**config.mk**
```make
export PLATFORM = sky130hd
export DESIGN_NAME = mips_cache_data_flat
export DESIGN_NICKNAME = d
export VERILOG_FILES = /design/src/rtl/mips_cache_data_if.sv /design/src/rtl/mips_cache_data.sv /design/src/flat_wrapper.sv
export SDC_FILE = /design/constraint.sdc
export NUM_CORES = 1
export LEC_CHECK = 0
export ABC_AREA = 1
export CAP_MARGIN = 20
export CORE_ASPECT_RATIO = 0.9
export CORE_UTILIZATION = 40
export CTS_BUF_LIST = sky130_fd_sc_hd__clkbuf_8 sky130_fd_sc_hd__clkbuf_16
export CTS_CLUSTER_SIZE = 16
export DETAILED_ROUTE_END_ITERATION = 8
export GPL_TIMING_DRIVEN = 0
export SYNTH_ARGS = -nofsm -noshare
export SYNTH_HDL_FRONTEND = slang
export SYNTH_SLANG_ARGS = --single-unit
```
**constraint.sdc**
```tcl
create_clock -name clk -period 9.6 [get_ports clk]
set_clock_uncertainty 0.2 [all_clocks]
set_input_delay 1.92 -clock clk [delete_from_list [all_inputs] [get_ports clk]]
set_output_delay 1.92 -clock clk [all_outputs]
set_load 0.1 [all_outputs]
```
**src/rtl/mips_cache_data_if.sv**
```systemverilog
`default_nettype none
// ============================================================================
//  Module      : mips_cache_data_if
//  Description : CPU data port, write-buffer push/control and Avalon read
//                signals of the data cache, bundled as one interface.
//  Revision    : 1.0  initial release
// ============================================================================
interface mips_cache_data_if;
    logic [31:0] cpu_address;
    logic        cpu_read;
    logic        cpu_write;
    logic [3:0]  cpu_byteenable;
    logic [31:0] cpu_writedata;
    logic        cpu_waitrequest;
    logic [31:0] cpu_readdata;

    logic        wb_write_en;
    logic [31:0] wb_addr;
    logic [31:0] wb_writedata;
    logic [3:0]  wb_byteenable;
    logic        wb_full;
    logic        wb_empty;
    logic        wb_active;

    logic [31:0] mem_address;
    logic        mem_read;
    logic        mem_waitrequest;
    logic [31:0] mem_readdata;

    logic [1:0]  state_out;

    // Cache side
    modport slave (
        input  cpu_address, cpu_read, cpu_write, cpu_byteenable, cpu_writedata,
        output cpu_waitrequest, cpu_readdata,
        output wb_write_en, wb_addr, wb_writedata, wb_byteenable, wb_active,
        input  wb_full, wb_empty,
        output mem_address, mem_read,
        input  mem_waitrequest, mem_readdata,
        output state_out
    );

    // CPU / write buffer / memory side
    modport master (
        output cpu_address, cpu_read, cpu_write, cpu_byteenable, cpu_writedata,
        input  cpu_waitrequest, cpu_readdata,
        input  wb_write_en, wb_addr, wb_writedata, wb_byteenable, wb_active,
        output wb_full, wb_empty,
        input  mem_address, mem_read,
        output mem_waitrequest, mem_readdata,
        input  state_out
    );
endinterface
`default_nettype wire

```
**src/rtl/mips_cache_data.sv**
```systemverilog
`default_nettype none
// ============================================================================
//  Module      : mips_cache_data
//  Description : Direct-mapped, write-through, no-write-allocate data cache
//                with one-word lines; read misses fetch via Avalon.
//  Revision    : 1.0  initial release
// ============================================================================
module mips_cache_data #(
    parameter int INDEX_BITS = 4
) (
    input  wire logic           clk,
    input  wire logic           rst,
    mips_cache_data_if.slave    bus
);
    localparam int LINES    = 1 << INDEX_BITS;
    localparam int TAG_BITS = 30 - INDEX_BITS;

    typedef enum logic [1:0] {
        S_IDLE  = 2'd0,
        S_DRAIN = 2'd1,
        S_FETCH = 2'd2,
        S_RESP  = 2'd3
    } state_t;

    state_t              r_state;
    state_t              w_next;
    logic [LINES-1:0]    r_valid;
    logic [TAG_BITS-1:0] r_tag  [LINES];
    logic [31:0]         r_data [LINES];
    logic [31:0]         r_resp;

    logic [INDEX_BITS-1:0] w_index;
    logic [TAG_BITS-1:0]   w_tag;
    logic                  w_hit;
    logic [31:0]           w_line;
    logic [31:0]           w_merged;
    logic                  w_line_wr;
    logic                  w_fill;
    logic                  w_waitrequest;
    logic                  w_wb_write_en;
    logic                  w_wb_active;
    logic                  w_mem_read;
    logic                  w_unused_addr_lsbs;

    assign w_index = bus.cpu_address[2 +: INDEX_BITS];
    assign w_tag   = bus.cpu_address[31 -: TAG_BITS];
    assign w_line  = r_data[w_index];
    assign w_hit   = r_valid[w_index] && (r_tag[w_index] == w_tag);
    assign w_unused_addr_lsbs = ^bus.cpu_address[1:0];

    always_comb begin
        w_merged = w_line;
        for (int b = 0; b < 4; b++) begin
            if (bus.cpu_byteenable[b]) begin
                w_merged[8*b +: 8] = bus.cpu_writedata[8*b +: 8];
            end
        end
    end

    always_comb begin
        w_next        = r_state;
        w_waitrequest = 1'b0;
        w_wb_write_en = 1'b0;
        w_wb_active   = 1'b1;
        w_mem_read    = 1'b0;
        w_line_wr     = 1'b0;
        w_fill        = 1'b0;
        case (r_state)
            S_IDLE: begin
                // A write takes priority over a simultaneous read
                if (bus.cpu_write) begin
                    if (bus.wb_full) begin
                        w_waitrequest = 1'b1;
                    end else begin
                        w_wb_write_en = 1'b1;
                        w_line_wr     = w_hit;
                    end
                end else if (bus.cpu_read && !w_hit) begin
                    w_waitrequest = 1'b1;
                    w_next        = bus.wb_empty ? S_FETCH : S_DRAIN;
                end
            end
            S_DRAIN: begin
                w_waitrequest = 1'b1;
                if (bus.wb_empty) begin
                    w_next = S_FETCH;
                end
            end
            S_FETCH: begin
                // Write buffer is paused while the cache owns the read port
                w_waitrequest = 1'b1;
                w_wb_active   = 1'b0;
                w_mem_read    = 1'b1;
                if (!bus.mem_waitrequest) begin
                    w_fill = 1'b1;
                    w_next = S_RESP;
                end
            end
            S_RESP: begin
                w_next = S_IDLE;
            end
            default: begin
                w_next = S_IDLE;
            end
        endcase
    end

    always_ff @(posedge clk) begin
        if (rst) begin
            r_state <= S_IDLE;
            r_valid <= '0;
            r_resp  <= '0;
        end else begin
            r_state <= w_next;
            if (w_fill) begin
                r_valid[w_index] <= 1'b1;
                r_resp           <= bus.mem_readdata;
            end
        end
    end

    // Tag and data storage carry no reset; the valid bits qualify them
    always_ff @(posedge clk) begin
        if (!rst) begin
            if (w_line_wr) begin
                r_data[w_index] <= w_merged;
            end
            if (w_fill) begin
                r_data[w_index] <= bus.mem_readdata;
                r_tag[w_index]  <= w_tag;
            end
        end
    end

    assign bus.cpu_waitrequest = w_waitrequest;
    assign bus.cpu_readdata    = (r_state == S_RESP) ? r_resp : w_line;
    assign bus.wb_write_en     = w_wb_write_en;
    assign bus.wb_addr         = {bus.cpu_address[31:2], 2'b00};
    assign bus.wb_writedata    = bus.cpu_writedata;
    assign bus.wb_byteenable   = bus.cpu_byteenable;
    assign bus.wb_active       = w_wb_active;
    assign bus.mem_address     = {bus.cpu_address[31:2], 2'b00};
    assign bus.mem_read        = w_mem_read;
    assign bus.state_out       = r_state;

endmodule
`default_nettype wire

```
**src/flat_wrapper.sv**
```systemverilog
// flat-port wrapper written by rule: the top's interface ports become plain ports
module mips_cache_data_flat 
#(
    parameter int INDEX_BITS = 4
)
  (clk, rst, bus_cpu_address, bus_cpu_read, bus_cpu_write, bus_cpu_byteenable, bus_cpu_writedata, bus_cpu_waitrequest, bus_cpu_readdata, bus_wb_write_en, bus_wb_addr, bus_wb_writedata, bus_wb_byteenable, bus_wb_active, bus_wb_full, bus_wb_empty, bus_mem_address, bus_mem_read, bus_mem_waitrequest, bus_mem_readdata, bus_state_out);
  mips_cache_data_if bus_i ();
  input  wire logic clk;
  input  wire logic rst;
  input wire logic [$bits(bus_i.cpu_address)-1:0] bus_cpu_address;
  input wire logic [$bits(bus_i.cpu_read)-1:0] bus_cpu_read;
  input wire logic [$bits(bus_i.cpu_write)-1:0] bus_cpu_write;
  input wire logic [$bits(bus_i.cpu_byteenable)-1:0] bus_cpu_byteenable;
  input wire logic [$bits(bus_i.cpu_writedata)-1:0] bus_cpu_writedata;
  output wire logic [$bits(bus_i.cpu_waitrequest)-1:0] bus_cpu_waitrequest;
  output wire logic [$bits(bus_i.cpu_readdata)-1:0] bus_cpu_readdata;
  output wire logic [$bits(bus_i.wb_write_en)-1:0] bus_wb_write_en;
  output wire logic [$bits(bus_i.wb_addr)-1:0] bus_wb_addr;
  output wire logic [$bits(bus_i.wb_writedata)-1:0] bus_wb_writedata;
  output wire logic [$bits(bus_i.wb_byteenable)-1:0] bus_wb_byteenable;
  output wire logic [$bits(bus_i.wb_active)-1:0] bus_wb_active;
  input wire logic [$bits(bus_i.wb_full)-1:0] bus_wb_full;
  input wire logic [$bits(bus_i.wb_empty)-1:0] bus_wb_empty;
  output wire logic [$bits(bus_i.mem_address)-1:0] bus_mem_address;
  output wire logic [$bits(bus_i.mem_read)-1:0] bus_mem_read;
  input wire logic [$bits(bus_i.mem_waitrequest)-1:0] bus_mem_waitrequest;
  input wire logic [$bits(bus_i.mem_readdata)-1:0] bus_mem_readdata;
  output wire logic [$bits(bus_i.state_out)-1:0] bus_state_out;
  assign bus_i.cpu_address = bus_cpu_address;
  assign bus_i.cpu_read = bus_cpu_read;
  assign bus_i.cpu_write = bus_cpu_write;
  assign bus_i.cpu_byteenable = bus_cpu_byteenable;
  assign bus_i.cpu_writedata = bus_cpu_writedata;
  assign bus_cpu_waitrequest = bus_i.cpu_waitrequest;
  assign bus_cpu_readdata = bus_i.cpu_readdata;
  assign bus_wb_write_en = bus_i.wb_write_en;
  assign bus_wb_addr = bus_i.wb_addr;
  assign bus_wb_writedata = bus_i.wb_writedata;
  assign bus_wb_byteenable = bus_i.wb_byteenable;
  assign bus_wb_active = bus_i.wb_active;
  assign bus_i.wb_full = bus_wb_full;
  assign bus_i.wb_empty = bus_wb_empty;
  assign bus_mem_address = bus_i.mem_address;
  assign bus_mem_read = bus_i.mem_read;
  assign bus_i.mem_waitrequest = bus_mem_waitrequest;
  assign bus_i.mem_readdata = bus_mem_readdata;
  assign bus_state_out = bus_i.state_out;
  mips_cache_data #(.INDEX_BITS(INDEX_BITS)) u_core (.clk(clk), .rst(rst), .bus(bus_i));
endmodule
```
Yosys cells after proc, flatten, opt, wreduce, memory -nomap -nowiden
Memory sizes are Yosys's and may differ from the RTL's.
Cells that the tools add are included.
{ "word_totals": {"regBits": 50, "mem_bits_rw": 928, "input_bits": 107, "memories": 2} }
{ "mem_list": {"columns": ["memory", "depth", "width", "rd", "rd_clocked_by_memory_dff", "wr", "line_no", "rtl"], "rows": [
  ["u_core.r_data", 16, 32, 1, 0, 1, "mips_cache_data.sv:29", "logic [31:0] r_data [LINES];"],
  ["u_core.r_tag", 16, 26, 1, 0, 1, "mips_cache_data.sv:28", "logic [TAG_BITS-1:0] r_tag [LINES];"]
]} }
{ "classes": {"n_lt_le_gt_ge": 2, "n_eq_ne": 8, "muxes": 36, "n_bitwise": 2, "reduce_logical": 7} }
{ "op_table": {"columns": ["cell", "count"], "rows": [
  ["32-bit 2-to-1 mux", 2],
  ["8-bit 2-to-1 mux", 4],
  ["26-bit equality test", 1],
  ["1-bit 2-to-1 mux", 21],
  ["16-bit bitwise OR", 1],
  ["2-bit 2-to-1 mux", 5],
  ["2-bit case mux with 4 select lines", 1],
  ["2-bit inequality test (second input constant)", 3],
  ["4-bit by 5-bit < comparator with 1-bit output (second input constant)", 1],
  ["1-bit binary-select mux with 4-bit select", 1],
  ["1-bit demux with 4-bit select", 1],
  ["2-bit equality test (second input constant)", 2],
  ["4-bit by 1-bit greater-or-equal comparator with 1-bit output (second input constant)", 1],
  ["4-bit AND reduction", 1],
  ["1-bit logical AND", 3],
  ["2-bit by 1-bit equality test with 1-bit output (second input constant)", 1],
  ["2-bit logical NOT", 1],
  ["2-bit by 1-bit inequality test with 1-bit output (second input constant)", 1],
  ["1-bit case mux with 2 select lines", 1],
  ["2-bit OR reduction", 1],
  ["1-bit logical NOT", 1],
  ["1-bit bitwise OR", 1]
]} }

Depth between registers and ports, before layout
Gate-level depths: netlist of run 1.
{ "depth": {"depth_word": 10, "depth_mapped": 23} }

Least setup slack after synthesis of run 1
No wires, ideal clock.
{ "synth_timing": {"path_type": "input -> output", "from": "input port bus_cpu_address[2]", "to": "output port bus_cpu_readdata[10]", "arrival_ps": 5438, "slack_ps": 2042, "path_stages": 10, "path_cell_list": "buf_4 nand2_1 inv_2 buf_2 clkbuf_1 clkbuf_1 a22oi_1 a21oi_1 nor4_1 o21ai_0"} }
{ "synth_between": {"elab_chain_len": 2} }
{ "synth_rtl": {"columns": ["item", "line_no", "rtl"], "rows": [
  ["start, declared", "flat_wrapper.sv:10", "input wire logic [$bits(bus_i.cpu_address)-1:0] bus_cpu_address;"],
  ["memory 16 x 32 bit", null, null],
  ["32-bit 2-to-1 mux", "mips_cache_data.sv:136", "assign bus.cpu_readdata = (r_state == S_RESP) ? r_resp : w_line;"],
  ["end, declared", "flat_wrapper.sv:16", "output wire logic [$bits(bus_i.cpu_readdata)-1:0] bus_cpu_readdata;"]
]} }
No other way between the ends.

Worst setup path after layout of run 1
{ "layout_timing": {"from": "input port bus_cpu_address[5]", "to": "output port bus_cpu_waitrequest"} }
{ "layout_between": {"elab_chain_len": 8, "elab_cells_between_ends": 10, "cone_classes": "eq/ne (1); mux (5); reduce/logical (3); memory (1)"} }
{ "layout_rtl": {"columns": ["item", "line_no", "rtl"], "rows": [
  ["memory 16 x 26 bit / 1-bit binary-select mux with 4-bit select (equally long branches)", null, null],
  ["26-bit equality test / 1-bit 2-to-1 mux (equally long branches)", "mips_cache_data.sv:48", "assign w_hit = r_valid[w_index] && (r_tag[w_index] == w_tag);"],
  ["1-bit logical AND (*)", "mips_cache_data.sv:48", null],
  ["1-bit logical NOT (*)", "mips_cache_data.sv:78", "end else if (bus.cpu_read && !w_hit) begin"],
  ["1-bit logical AND (*)", "mips_cache_data.sv:78", null],
  ["1-bit 2-to-1 mux (*)", "mips_cache_data.sv:78", null],
  ["1-bit 2-to-1 mux (*)", "mips_cache_data.sv:71", "if (bus.cpu_write) begin"],
  ["1-bit case mux with 2 select lines (*)", "mips_cache_data.sv:68", "case (r_state)"],
  ["end, declared", "flat_wrapper.sv:15", "output wire logic [$bits(bus_i.cpu_waitrequest)-1:0] bus_cpu_waitrequest;"]
]} }
Every way passes the cells marked *; elsewhere a longest branch is shown, timed or not. The select of a mux whose other input is x is not followed.

==> results.sh, run 1 <==
export IMPL_tns_ns=0
export IMPL_grt_pass1_wl_um=167000
export IMPL_status="completed"
export IMPL_gp_congestion=0.821
export IMPL_synth_cell_type_count=29
export IMPL_min_delay_start="u_core.r_valid[14]$_SDFFE_PP0P_"
export IMPL_slew_headroom=0.189
export IMPL_wl_um=115000
export IMPL_hold_viol=0
export IMPL_grt_antenna_before_repair=3
export IMPL_h_tree_depth=3
export IMPL_cts_root_buffer_cell="clkbuf_16"
export IMPL_grt_max_degree=22
export IMPL_worstSetupStartpoint="bus_cpu_address[5]"
export IMPL_syn_area_per_cell_um2=12.4
export IMPL_crit_required_ns=7.48
export IMPL_finalCritPeriodShare=0.927
export IMPL_clkSinkCount=978
export IMPL_yosys_warnings=0
export IMPL_seq_area_frac_synth=0.730
export IMPL_wl_per_cell_um=23.2
export IMPL_die_h_um=300
export IMPL_final_cells=4962
export IMPL_grt_pass1_vias=25500
export IMPL_r2r_start="u_core.r_tag[9][1]$_DFFE_PP_"
export IMPL_powerDensity_nw_per_um2=209
export IMPL_drc=0
export IMPL_postCtsSetupBuffers=0
export IMPL_setup_ws_ns=0.699
export IMPL_die_w_um=333
export IMPL_pin_count=245
export IMPL_ys_ff_latch=978
export IMPL_final_area_um2=47900
export IMPL_regArea_um2=28900
export IMPL_clk_latency_ns=0.69
export IMPL_cts_buffers=100
export IMPL_dp_slack_ns=0.836
export IMPL_final_layout_size_suffix_gt1_frac=0.111
export IMPL_clk_pin_slew_ns=0.06
export IMPL_max_freq_mhz=112
export IMPL_cts_buffer_depth=3
export IMPL_worstSetupPathType="in2out"
export IMPL_period_needed_ns=8.90
export IMPL_fin_nets=3711
export IMPL_grt_overflow=0
export IMPL_vias=26700
export IMPL_setup_viol=0
export IMPL_final_antenna_net_count=0
export IMPL_end_kind="primary output"
export IMPL_dp_hpwl_um=73300
export IMPL_firstDrtPassIters=5
export IMPL_rsz0062_at_grt="no"
export IMPL_ir_worst_vdd_mv=0.246
export IMPL_postPlaceCellArea_um2=44600
export IMPL_rows=109
export IMPL_syn_inst=3194
export IMPL_syn_cell_area_um2=39500
export IMPL_viasPerCell=5.39
export IMPL_worst_slew_pin_slew_ns=1.22
export IMPL_p_leak_nw=17.1
export IMPL_start_kind="input pin"
export IMPL_slew_viol_final=0
export IMPL_dp_cells=4773
export IMPL_drv_cap=0
export IMPL_multiInputGateArea_um2=8870
export IMPL_tritoncts="built"
export IMPL_first_iter_violations=2874
export IMPL_hold_buffers=0
export IMPL_track_usage=0.227
export IMPL_fillers=8506
export IMPL_area_growth_syn_to_layout_pct=21.2
export IMPL_fp_dieArea_um2=100000
export IMPL_hp_class="reg2reg"
export IMPL_port_buffer_count=236
export IMPL_start_util=0.403
export IMPL_arrival_ns=6.78
export IMPL_coreArea_um2=98100
export IMPL_crit_fanout=10
export IMPL_ctsResizeCount=0
-- critical path, cell delays in order --
cell	delay (ns)
clkdlybuf4s50_1	0.68
inv_1	0.10
nand2_1	0.35
inv_1	0.21
clkbuf_1	0.38
nand2_1	0.16
nand2_1	0.11
nor3_1	0.61
nor2_1	0.08
nand2_1	0.09
nor2_1	0.04
nand2_1	0.14
nor2_1	0.06
nand2_1	0.27
nand3_1	0.16
nand2_1	0.10
a21oi_1	0.06
nor2_1	0.09
clkdlybuf4s50_1	1.15
-- report_power, final --
group	internal (W)	switching, W	total (W)
logic	0.000345	0.00104	0.00139
clock network	0.00214	0.00167	0.00381
registers	0.00480	0.0000179	0.00482
-- layer usage --
layer | global-route usage | routed length, um | up-vias | part of all wire
met5 | 0 | 9 | - | 0.000078
li1 | - | - | 12200 | -
met3 | 0.0435 | 9850 | 204 | 0.086
met2 | 0.352 | 52400 | 1190 | 0.46
met4 | 0.0709 | 3290 | 2 | 0.029
met1 | 0.322 | 49300 | 13200 | 0.43
-- cells in the mapped netlist --
master	number	area share
nand2_1	1063	0.10
edfxtp_1	928	0.70
a22oi_1	262	0.050
a21oi_1	143	0.018
buf_4	106	0.020
inv_1	101	0.0096
nor2_1	87	0.0083
clkbuf_1	85	0.0081
o21ai_0	85	0.011
dfxtp_1	50	0.025
nand3_1	48	0.0061
buf_2	43	0.0054
o22ai_1	35	0.0055
nor4_1	32	0.0051
o211ai_1	32	0.0061
buf_1	22	0.0021
buf_6	19	0.0054
o21ai_1	11	0.0014
nor2_2	9	0.0014
o21bai_1	9	0.0017
nor3_1	8	0.0010
ha_1	4	0.0013
nand4_1	4	0.00063
inv_2	3	0.00028
a21boi_0	1	0.00019
clkinv_1	1	0.000095
conb_1	1	0.000095
inv_4	1	0.00016
o21ai_2	1	0.00022
-- cell families after synthesis --
| kind of cell | Yosys count | share of synthesized area |
|---|---|---|
| and+or+nand+nor | 1251 | 0.123 |
| DFF | 978 | 0.730 |
| AOI/OAI and AO/OA | 579 | 0.0937 |
| buffers and inverters | 381 | 0.0513 |
| adders and majority gates | 4 | 0.00127 |
| other | 1 | 0.0000949 |
-- placed cells by master (no fill, tap or decap), types with 6 or more instances in the layout --
cell type	n
nand2_1	1063
edfxtp_1	928
a22oi_1	262
clkdlybuf4s50_1	236
a21oi_1	143
inv_1	133
buf_4	131
clkbuf_16	100
clkbuf_1	85
nor2_1	64
o21ai_0	60
dfxtp_1	50
nand3_1	48
buf_2	47
o21ai_1	36
o22ai_1	35
nor4_1	32
o211ai_1	32
nor2_4	32
buf_12	27
buf_1	22
buf_6	22
clkinv_1	16
clkinv_2	14
o21bai_1	9
clkbuf_8	9
nor3_1	8
bufinv_16	6
-- area by class of cell --
cell class,count,share of cell area
Antenna cell,1,0.0000522
Buffer,275,0.0340
Clock buffer,109,0.0548
Clock inverter,78,0.0128
Inverter,106,0.00836
Multi-Input combinational cell,1838,0.185
Sequential cell,978,0.603
Tap cell,1276,0.0333
Timing Repair Buffer,301,0.0688
-- flip-flops by register name, summed over array words and instances, names as in the netlist --
register / flops
u_core.bus.state_out: 2
u_core.r_data: 512
u_core.r_resp: 32
u_core.r_tag: 416
u_core.r_valid: 16
-- metrics by stage --
stage | power (W) | utilization | hold slack [ns]
CTS | 0.0100 | 0.488 | 0.262
detailed placement | 0.00628 | 0.455 | 0.247
global route | 0.0103 | 0.488 | 0.284
global placement | 0.00623 | 0.444 | 0.240
finish | 0.0100 | 0.488 | 0.265
floorplan | 0.00578 | - | 0.229
-- path summary, 6_finish.rpt --
kind / end / slack (ns) / cells after the start
max: bus_cpu_waitrequest / 0.70 / 19
min: u_core.r_valid[14]$_SDFFE_PP0P_ / 0.27 / 2
max reg2reg: u_core.r_data[13][12]$_DFFE_PP_ / 5.47 / 19
min reg2reg: u_core.r_valid[14]$_SDFFE_PP0P_ / 0.27 / 2
Power figures use the tool's default switching activity.
==> inputs of run 2 (changes only) <==
CTS_CLUSTER_SIZE = 8   (was 16)
==> results.sh, run 2 (synthesis results as in run 1) <==
export IMPL_status="completed"
export IMPL_top_register="u_core.r_data"
export IMPL_finalCritPeriodShare=0.922
export IMPL_end_kind="primary output"
export IMPL_ctsResizeCount=0
export IMPL_vias=27000
export IMPL_tritoncts="built"
export IMPL_grt_pass1_wl_um=168000
export IMPL_area_growth_syn_to_layout_pct=23.2
export IMPL_fin_nets=3750
export IMPL_track_usage=0.230
export IMPL_gp_congestion=0.821
export IMPL_most_common_layout_cells="1063 x nand2_1, 928 x edfxtp_1, 262 x a22oi_1"
export IMPL_cts_buffer_depth=3
export IMPL_hp_class="reg2reg"
export IMPL_arrival_ns=6.73
export IMPL_grtUsageMet3=0.0471
export IMPL_final_common_cell="nand2_1"
export IMPL_worstSetupPathType="in2out"
export IMPL_ir_worst_vdd_mv=0.194
export IMPL_whs_ns=0.260
export IMPL_setup_viol=0
export IMPL_drv_cap=0
export IMPL_top_usage_layer="met2"
export IMPL_coreArea_um2=98100
export IMPL_start_kind="input pin"
export IMPL_grt_pass1_vias=25900
export IMPL_die_w_um=333
export IMPL_firstDrtPassIters=6
export IMPL_dp_hpwl_um=73300
export IMPL_crit_required_ns=7.48
export IMPL_reg_largest_list="u_core.r_data (512), u_core.r_tag (416), u_core.r_resp (32)"
export IMPL_h_tree_depth=4
export IMPL_grt_overflow=0
export IMPL_max_freq_mhz=113
export IMPL_clk_pin_slew_ns=0.05
export IMPL_p_leak_nw=17.6
export IMPL_hold_buffers=0
export IMPL_critical_path_top_delay_family="buffers and inverters"
export IMPL_hold_viol=0
export IMPL_fp_dieArea_um2=100000
export IMPL_cts_buffers=140
export IMPL_final_antenna_net_count=0
export IMPL_wl_per_cell_um=23.3
export IMPL_powerDensity_nw_per_um2=220
export IMPL_rows=109
export IMPL_critPathBufInv=5
export IMPL_grt_util_met2=0.357
export IMPL_slew_headroom=0.197
export IMPL_rsz0062_at_grt="no"
export IMPL_port_buffer_count=236
export IMPL_path_cells="clkdlybuf4s50_1, inv_1, nand2_1, inv_1, clkbuf_1, nand2_1, nand2_1, nor3_1, nor2_1, nand2_1, nor2_1, nand2_1, nor2_1, nand2_1, nand3_1, nand2_1, a21oi_1, nor2_1, clkdlybuf4s50_1"
export IMPL_cpPeakStageDelay_ns=1.15
export IMPL_viasPerCell=5.41
export IMPL_crit_path_frequent_cell="nand2_1"
export IMPL_clkSinkCount=978
export IMPL_pin_count=245
export IMPL_postCtsSetupBuffers=0
export IMPL_crit_fanout=10
export IMPL_wl_um=116000
export IMPL_grt_antenna_before_repair=2
export IMPL_grt_util_met1=0.323
export IMPL_die_h_um=300
export IMPL_final_layout_size_suffix_gt1_frac=0.114
export IMPL_clk_latency_ns=0.72
export IMPL_slew_viol_final=0
export IMPL_slowest_stage="clkdlybuf4s50_1"
export IMPL_tns_ns=0
export IMPL_grt_max_degree=22
export IMPL_period_needed_ns=8.85
export IMPL_drc=0
export IMPL_start_util=0.403
export IMPL_first_iter_violations=3106
export IMPL_cts_root_buffer_cell="clkbuf_16"
export IMPL_worst_slew_pin_slew_ns=1.20
export IMPL_largest_reg_flops=512
==> run 2: cell types whose count changed in the layout (fill, tap and decap cells not counted), moves of 2 or more <==
cell / previous run / this run
bufinv_16: 6 / 1
clkbuf_16: 100 / 143
clkbuf_8: 9 / 0
clkinv_1: 16 / 2
clkinv_2: 14 / 0
clkinvlp_4: 2 / 0
inv_1: 133 / 164
==> run 2: path summary, 6_finish.rpt <==
check	from	cells after the start	to	slack [ns]
max	bus_cpu_address[5]	19	bus_cpu_waitrequest	0.75
min reg2reg	u_core.r_valid[14]$_SDFFE_PP0P_	2	u_core.r_valid[14]$_SDFFE_PP0P_	0.26
max reg2reg	u_core.r_tag[9][1]$_DFFE_PP_	19	u_core.r_data[13][21]$_DFFE_PP_	5.48
min	u_core.r_valid[14]$_SDFFE_PP0P_	2	u_core.r_valid[14]$_SDFFE_PP0P_	0.26
==> run 2: worst min-delay path, cell delays in order, from the launching register on <==
cell and delay, ns:
dfxtp_1 0.32, nand2_1 0.05, o21ai_0 0.05
==> run 2: area by class of cell <==
cell class	count	area (um^2)
clock buffers	143	3580
flip-flops and latches	978	28900
fillers	8398	49400
plain buffers	275	1630
diodes	2	5.00
repair buffers	300	3290
multi-input cells	1838	8870
inverters	106	400
clock inverters	74	458
well taps	1276	1600
==> run 2: where the power goes <==
part / switching [W] / total (W) / internal (W)
clock: 0.00180 / 0.00449 / 0.00269
sequential: 0.0000180 / 0.00483 / 0.00481
combinational: 0.00104 / 0.00139 / 0.000344
==> run 2: routing by layer <==
layer / part of all wire / vias to the layer above / wire [um]
li1: - / 12200 / -
met1: 0.42 / 13200 / 49300
met2: 0.45 / 1318 / 52900
met3: 0.094 / 222 / 11000
met4: 0.028 / 2 / 3290
met5: 0.000077 / - / 9
==> run 2: stage by stage <==
stage                util  total power, W  cell area [um^2]  setup WS, ns  instances
detailed placement  0.455         0.00628             44600         0.836       4773
CTS                 0.496          0.0107             48700         0.839       4990
finish              0.497          0.0107             48700         0.749       4992
global placement    0.444         0.00623             43500         0.340       4709
global route        0.497          0.0110             48700         0.372       4991
floorplan               -         0.00578             39500          2.04       3197
